$ cat src/rtl/seg7_pkg.sv
// Shared definitions for the 8-digit seven-segment scan display:
// active-low segment codes, all-dark constants, source-select encodings
// and the leading-zero mask helper used when SEG7_LEAD_ZERO_BLANK_EN is defined.
package seg7_pkg;

    // Active-low {g,f,e,d,c,b,a} patterns for hex digits 0..F.
    localparam logic [6:0] SEG_CODES [16] = '{
        7'h40, 7'h79, 7'h24, 7'h30, 7'h19, 7'h12, 7'h02, 7'h78,
        7'h00, 7'h10, 7'h08, 7'h03, 7'h46, 7'h21, 7'h06, 7'h0E
    };

    localparam logic [7:0] SEG_OFF = 8'hFF;
    localparam logic [7:0] AN_OFF  = 8'hFF;

    localparam logic [1:0] SRC_LED    = 2'd0;
    localparam logic [1:0] SRC_ALL    = 2'd1;
    localparam logic [1:0] SRC_BRANCH = 2'd2;
    localparam logic [1:0] SRC_JMP    = 2'd3;

    // Bit k set means digit k sits above the most significant nonzero
    // nibble and should stay dark. Digit 0 is never blanked.
    function automatic logic [7:0] lead_zero_mask(input logic [31:0] value);
        logic [7:0] mask;
        logic       seen;
        mask = 8'h00;
        seen = 1'b0;
        for (int k = 7; k >= 1; k--) begin
            if (value[4*k +: 4] != 4'h0) seen = 1'b1;
            mask[k] = ~seen;
        end
        return mask;
    endfunction

endpackage

$ cat src/rtl/seg7_scan_display_hex.sv
// Combinational nibble to active-low seven-segment code lookup.
module hex_to_seg7
    import seg7_pkg::*;
(
    input  logic [3:0] i_nibble,
    output logic [6:0] o_seg
);

    assign o_seg = SEG_CODES[i_nibble];

endmodule

$ cat src/rtl/seg7_scan_display.sv
// Scans a frame-coherent snapshot of one of four 32-bit CPU values as
// 8 hex digits onto a common-anode seven-segment display.
// Optional build macro: SEG7_LEAD_ZERO_BLANK_EN (blank leading-zero digits).
module seg7_scan_display
    import seg7_pkg::*;
#(
    parameter int SCAN_DIV = 100000
) (
    input  logic        i_clk,
    input  logic        i_rst,
    input  logic [1:0]  i_sel,
    input  logic [31:0] i_leddata,
    input  logic [31:0] i_count_all,
    input  logic [31:0] i_count_branch,
    input  logic [31:0] i_count_jmp,
    output logic [7:0]  o_an,
    output logic [7:0]  o_seg
);

    localparam int             PW        = $clog2(SCAN_DIV);
    localparam logic [PW-1:0]  PRESC_MAX = PW'(SCAN_DIV - 1);

    logic [PW-1:0] r_presc;
    logic [2:0]    r_idx;
    logic [31:0]   r_frame;
    logic [1:0]    r_sel;
    logic [7:0]    r_an;
    logic [7:0]    r_seg;

    logic          w_tick;
    logic          w_frame_end;
    logic [31:0]   w_src;
    logic [3:0]    w_nibble;
    logic [6:0]    w_seg7;
    logic          w_dp_n;

    assign w_tick      = (r_presc == PRESC_MAX);
    assign w_frame_end = w_tick && (r_idx == 3'd7);
    assign w_nibble    = r_frame[{r_idx, 2'b00} +: 4];
    // The decimal point marks that a counter (not Leddata) is on display.
    assign w_dp_n      = !((r_idx == 3'd7) && (r_sel != SRC_LED));

    // Source mux feeding the frame snapshot.
    always_comb begin
        w_src = i_leddata;
        case (i_sel)
            SRC_LED:    w_src = i_leddata;
            SRC_ALL:    w_src = i_count_all;
            SRC_BRANCH: w_src = i_count_branch;
            SRC_JMP:    w_src = i_count_jmp;
            default:    w_src = i_leddata;
        endcase
    end

    hex_to_seg7 u_hex (
        .i_nibble (w_nibble),
        .o_seg    (w_seg7)
    );

    // Prescaler: one tick per digit slot.
    always_ff @(posedge i_clk or posedge i_rst) begin
        if (i_rst) r_presc <= '0;
        else if (w_tick) r_presc <= '0;
        else r_presc <= r_presc + 1'b1;
    end

    // Digit index advances once per slot and wraps 7 -> 0.
    always_ff @(posedge i_clk or posedge i_rst) begin
        if (i_rst) r_idx <= 3'd0;
        else if (w_tick) r_idx <= r_idx + 3'd1;
    end

    // Snapshot data and its select only at the frame boundary so the
    // display never tears and the dp always matches the digits shown.
    always_ff @(posedge i_clk or posedge i_rst) begin
        if (i_rst) begin
            r_frame <= 32'h0;
            r_sel   <= SRC_LED;
        end else if (w_frame_end) begin
            r_frame <= w_src;
            r_sel   <= i_sel;
        end
    end

`ifdef SEG7_LEAD_ZERO_BLANK_EN
    logic [7:0] r_blank;

    // Blank mask follows the snapshot; reset frame of 0 shows digit 0 only.
    always_ff @(posedge i_clk or posedge i_rst) begin
        if (i_rst) r_blank <= lead_zero_mask(32'h0);
        else if (w_frame_end) r_blank <= lead_zero_mask(w_src);
    end

    // Registered anode/segment drive with leading-zero blanking.
    always_ff @(posedge i_clk or posedge i_rst) begin
        if (i_rst) begin
            r_an  <= AN_OFF;
            r_seg <= SEG_OFF;
        end else if (r_blank[r_idx]) begin
            r_an  <= AN_OFF;
            r_seg <= SEG_OFF;
        end else begin
            r_an  <= ~(8'b1 << r_idx);
            r_seg <= {w_dp_n, w_seg7};
        end
    end
`else
    // Registered anode/segment drive; every digit always shown.
    always_ff @(posedge i_clk or posedge i_rst) begin
        if (i_rst) begin
            r_an  <= AN_OFF;
            r_seg <= SEG_OFF;
        end else begin
            r_an  <= ~(8'b1 << r_idx);
            r_seg <= {w_dp_n, w_seg7};
        end
    end
`endif

    assign o_an  = r_an;
    assign o_seg = r_seg;

endmodule
$ cat config.mk
export PLATFORM = sky130hd
export DESIGN_NAME = seg7_scan_display
export DESIGN_NICKNAME = d
export VERILOG_FILES = /design/src/rtl/seg7_pkg.sv /design/src/rtl/seg7_scan_display_hex.sv /design/src/rtl/seg7_scan_display.sv
export SDC_FILE = /design/constraint.sdc
export NUM_CORES = 1
export LEC_CHECK = 0
export ABC_CLOCK_PERIOD_IN_PS = 4590
export CAP_MARGIN = 20
export CORE_AREA = 8 8 106 98
export DETAILED_ROUTE_END_ITERATION = 7
export DIE_AREA = 0 0 114 106
export PLACE_DENSITY = 0.95
export SETUP_SLACK_MARGIN = 0.2
export SLEW_MARGIN = 20
export SYNTH_ARGS = -nofsm -noshare
export SYNTH_HDL_FRONTEND = slang
export SYNTH_SLANG_ARGS = --single-unit
$ cat constraint.sdc
create_clock -name i_clk -period 4.59 [get_ports i_clk]
set_clock_uncertainty 0.1 [all_clocks]
set_input_delay 0.918 -clock i_clk [delete_from_list [all_inputs] [get_ports i_clk]]
set_output_delay 0.918 -clock i_clk [all_outputs]
set_load 0.03 [all_outputs]
==> summary.md <==
| Metric | Value |
|---|---|
| Ports | 148 |
| Yosys warns | 0 |
| Synth Instances | approximately 270 |
| Pins Over Slew Limit | 0 |
| Clock share of power | 0.327 |
| Worst r2r src | r_idx[0] |
| Grt ovf | 0 |
| Largest net degree at the start of global routing | 47 |
| Std-Cell Rows | 33 |
| Vias per inst | around 5.4 |
| Worst R2R Path Depth | 6 |
| Pint | about 0.0012 W |
| Num CTS Buffers | 9 |
| Worst Slack Setup Final | around 1.7 ns |
| Fin crit share | 0.621 |
| FF-to-FF End | o_seg[0] |
| Post-synth top flop | dfrtp_1 |
| First drt pass iteration count | 6 |
| Critical Path RT | 4.71 ns |
| Nets | 564 |
| Dpl cell area | roughly 0.0057 mm2 |
| Post-route ant nets | 0 |
| Clock Latency Late Sink | roughly 0.34 ns |
| Pwr dens | 260 mW/mm2 |
| Hold endpoint | o_seg[7] |
| Mean Syn Cell Area | 15.0 um2 |
| Die Y | 106 um |
| DRC | 0 |
| Std-Cell Core Area | slightly below 0.009 mm2 |
| Vias in the first global route | around 3400 |
| Clk root buf | clkbuf_8 |
| Min-delay worst type | reg -> reg |
| Setup crit start kind | primary input |
| Hold_buf cts | 0 |
| Area share of the largest cell type after synthesis | 0.328 |
| EDFF count, synth | 0 |
| Critical path class | in -> reg |
| GPL Wtd Cong | 0.798 |
| Hold path start | r_sel[0] |
| Final Setup Violations | 0 |
| Asr flop ratio synth | 1.00 |
| Worst slew pin tran | 0.901 ns |
| Logic pwr share | 0.223 |
| Post-CTS resize count | 0 |
| Sequential fraction of design power | 0.450 |
| Sink Count | 70 |
| Worst VDD drop | 112 uV |
| Fmax | 0.351 GHz |
| Flop2flop setup slack | between 1.5 and 2 ns |
| Most frequent cells in the layout | clkdlybuf4s50_1 (146), dfrtp_1 (54), mux4_2 (40) |
| DRT iter0 DRCs | 84 |
| Initial Utilization | 0.470 |
| Setup_tns | 0 ns |
| DP HPWL | 8780 um |
| Post-route cell area | 0.00586 mm2 |
| IO buf count | around 150 |
| Synthesized Nets | roughly 420 |
| CTS tree | done |
| Die width | 114 um |
| RSZ-0062 raised after global routing | false |
| DRT Wirelength | between 10000 and 15000 um |
| Postcts setup bufs | 0 |
| Total die area | 0.0121 mm2 |
| Synthesized area | slightly above 0.004 mm2 |
| Sw Pwr | between 0.0003 and 0.0004 W |
| Max Buffers Root-to-Sink | 2 |
| Crit path max fanout | 19 |
| Largest cells by area after synthesis | dfrtp_1 (33%), mux4_2 (22%), mux2_4 (11%), dfstp_2 (10%), ha_1 (4.0%) |
| Share of cells above drive strength 1 | 0.271 |
| Initial antenna violation count | 0 |
| Antenna Cells | 0 |
| Final Hold Viols | 0 |
| WHS | 0.337 ns |
| P&R area growth vs syn | 42.4% |
| Leading cell type in the layout, fill and taps excluded | clkdlybuf4s50_1 |
| Post-synthesis cell type count | 40 |
| CP endpoint kind | register |
| Area leader, netlist | dfrtp_1 |
| Place WS | approximately 1.4 ns |
| CP Data Arrival Time | approximately 3 ns |
| Max H-tree Level | 3 |
| Switching share of power | 0.233 |
| Status | completed |
| Seq cells post-synth | 70 |
| CTS clk-pin slew, worst paths | 0.07 ns |
| MaxCap Viol Count | 0 |
| Wire length per cell | slightly below 20 um |
| Minimum clock period | roughly 2.8 ns |
| Register area share after synthesis | 0.430 |
| Hold path depth | 1 |
| Vias | 2936 |
| First-pass GRT wire length | 17200 um |
| Rel. slew slack | 0.398 |
| Total Routing Usage GR | 0.182 |
| Pleak | around 2.4 nW |
-- power groups by stage --
| stage | combinational [W] | clock [W] | sequential (W) |
|---|---|---|---|
| final | 0.000340 | 0.000499 | 0.000687 |
| after global routing | 0.000362 | 0.000537 | 0.000690 |
| after CTS | 0.000344 | 0.000509 | 0.000687 |
| after detailed placement | 0.000344 | 0 | 0.000698 |
| after global placement | 0.000332 | 0 | 0.000696 |
| after floorplan | 0.000161 | 0 | 0.000712 |
-- synthesized netlist by cell type, types with 7 or more instances --
cell / instances
clkbuf_1: 7
dfrtp_1: 54
dfstp_2: 16
ha_1: 13
inv_1: 10
mux2_2: 7
mux2_4: 30
mux2i_1: 8
mux4_2: 40
nand2_1: 12
nand3_1: 10
nor2_1: 10
xnor2_1: 9
-- area by class of cell --
cell class                      instances  area [um2]
Inverter                               11        41.3
Tap cell                              122         153
Fill cell                             606        2890
Multi-Input combinational cell        178        2220
Clock inverter                          1        30.0
Clock buffer                           15         166
Timing Repair Buffer                  149        1480
Sequential cell                        70        1770
-- cell families (layout without fill, tap and decap cells) --
family / after synthesis / after routing / share of synthesized area
AO/OA/AOI/OAI: 12 / 12 / 0.0185
XOR/XNOR: 15 / 15 / 0.0319
adder cells (fa/ha/maj): 13 / 13 / 0.0395
buffers and inverters: 26 / 176 / 0.0313
flip-flops: 70 / 70 / 0.430
multiplexers: 87 / 87 / 0.376
AND/OR/NAND/NOR: 51 / 51 / 0.0727
-- through the flow --
step	utilization	total power, W	std cells
after global placement	0.647	0.00103	530
after detailed placement	0.647	0.00104	530
final	0.670	0.00153	546
after global routing	0.670	0.00159	546
after CTS	0.669	0.00154	546
after floorplan	-	0.000873	274
-- worst max-delay path by stage --
stage	startpoint	slack, ns	endpoint	cells after the start
2_1_floorplan	i_rst	1.83	r_frame[0]	1
3_3_place_gp	i_sel[1]	1.49	r_frame[14]	4
3_5_place_dp	i_sel[1]	1.37	r_frame[15]	4
4_1_cts	r_idx[0]	1.74	o_seg[4]	6
5_1_grt	r_idx[0]	1.55	o_seg[2]	5
6_report	i_sel[1]	1.74	r_frame[10]	4
-- layer usage --
layer | global-route usage | vias to the layer above | routed length, um | part of all wire
met5 | 0 | - | 0 | 0
met4 | 0.0598 | 0 | 182 | 0.017
met3 | 0.0691 | 17 | 841 | 0.079
met2 | 0.317 | 131 | 5550 | 0.52
met1 | 0.202 | 1464 | 4070 | 0.38
li1 | - | 1324 | - | -
-- worst max-delay path, cell delays in order --
cell and delay [ns]:
clkdlybuf4s50_1 1.05, buf_4 0.38, mux4_2 0.34, mux2_4 0.28
-- flip-flops by register name, summed over array words and instances (netlist names) --
signal,count
o_an,8
o_seg,8
r_presc,17
r_sel,2
r_frame,32
r_idx,3
No activity file was read; power rests on OpenSTA's default activity.
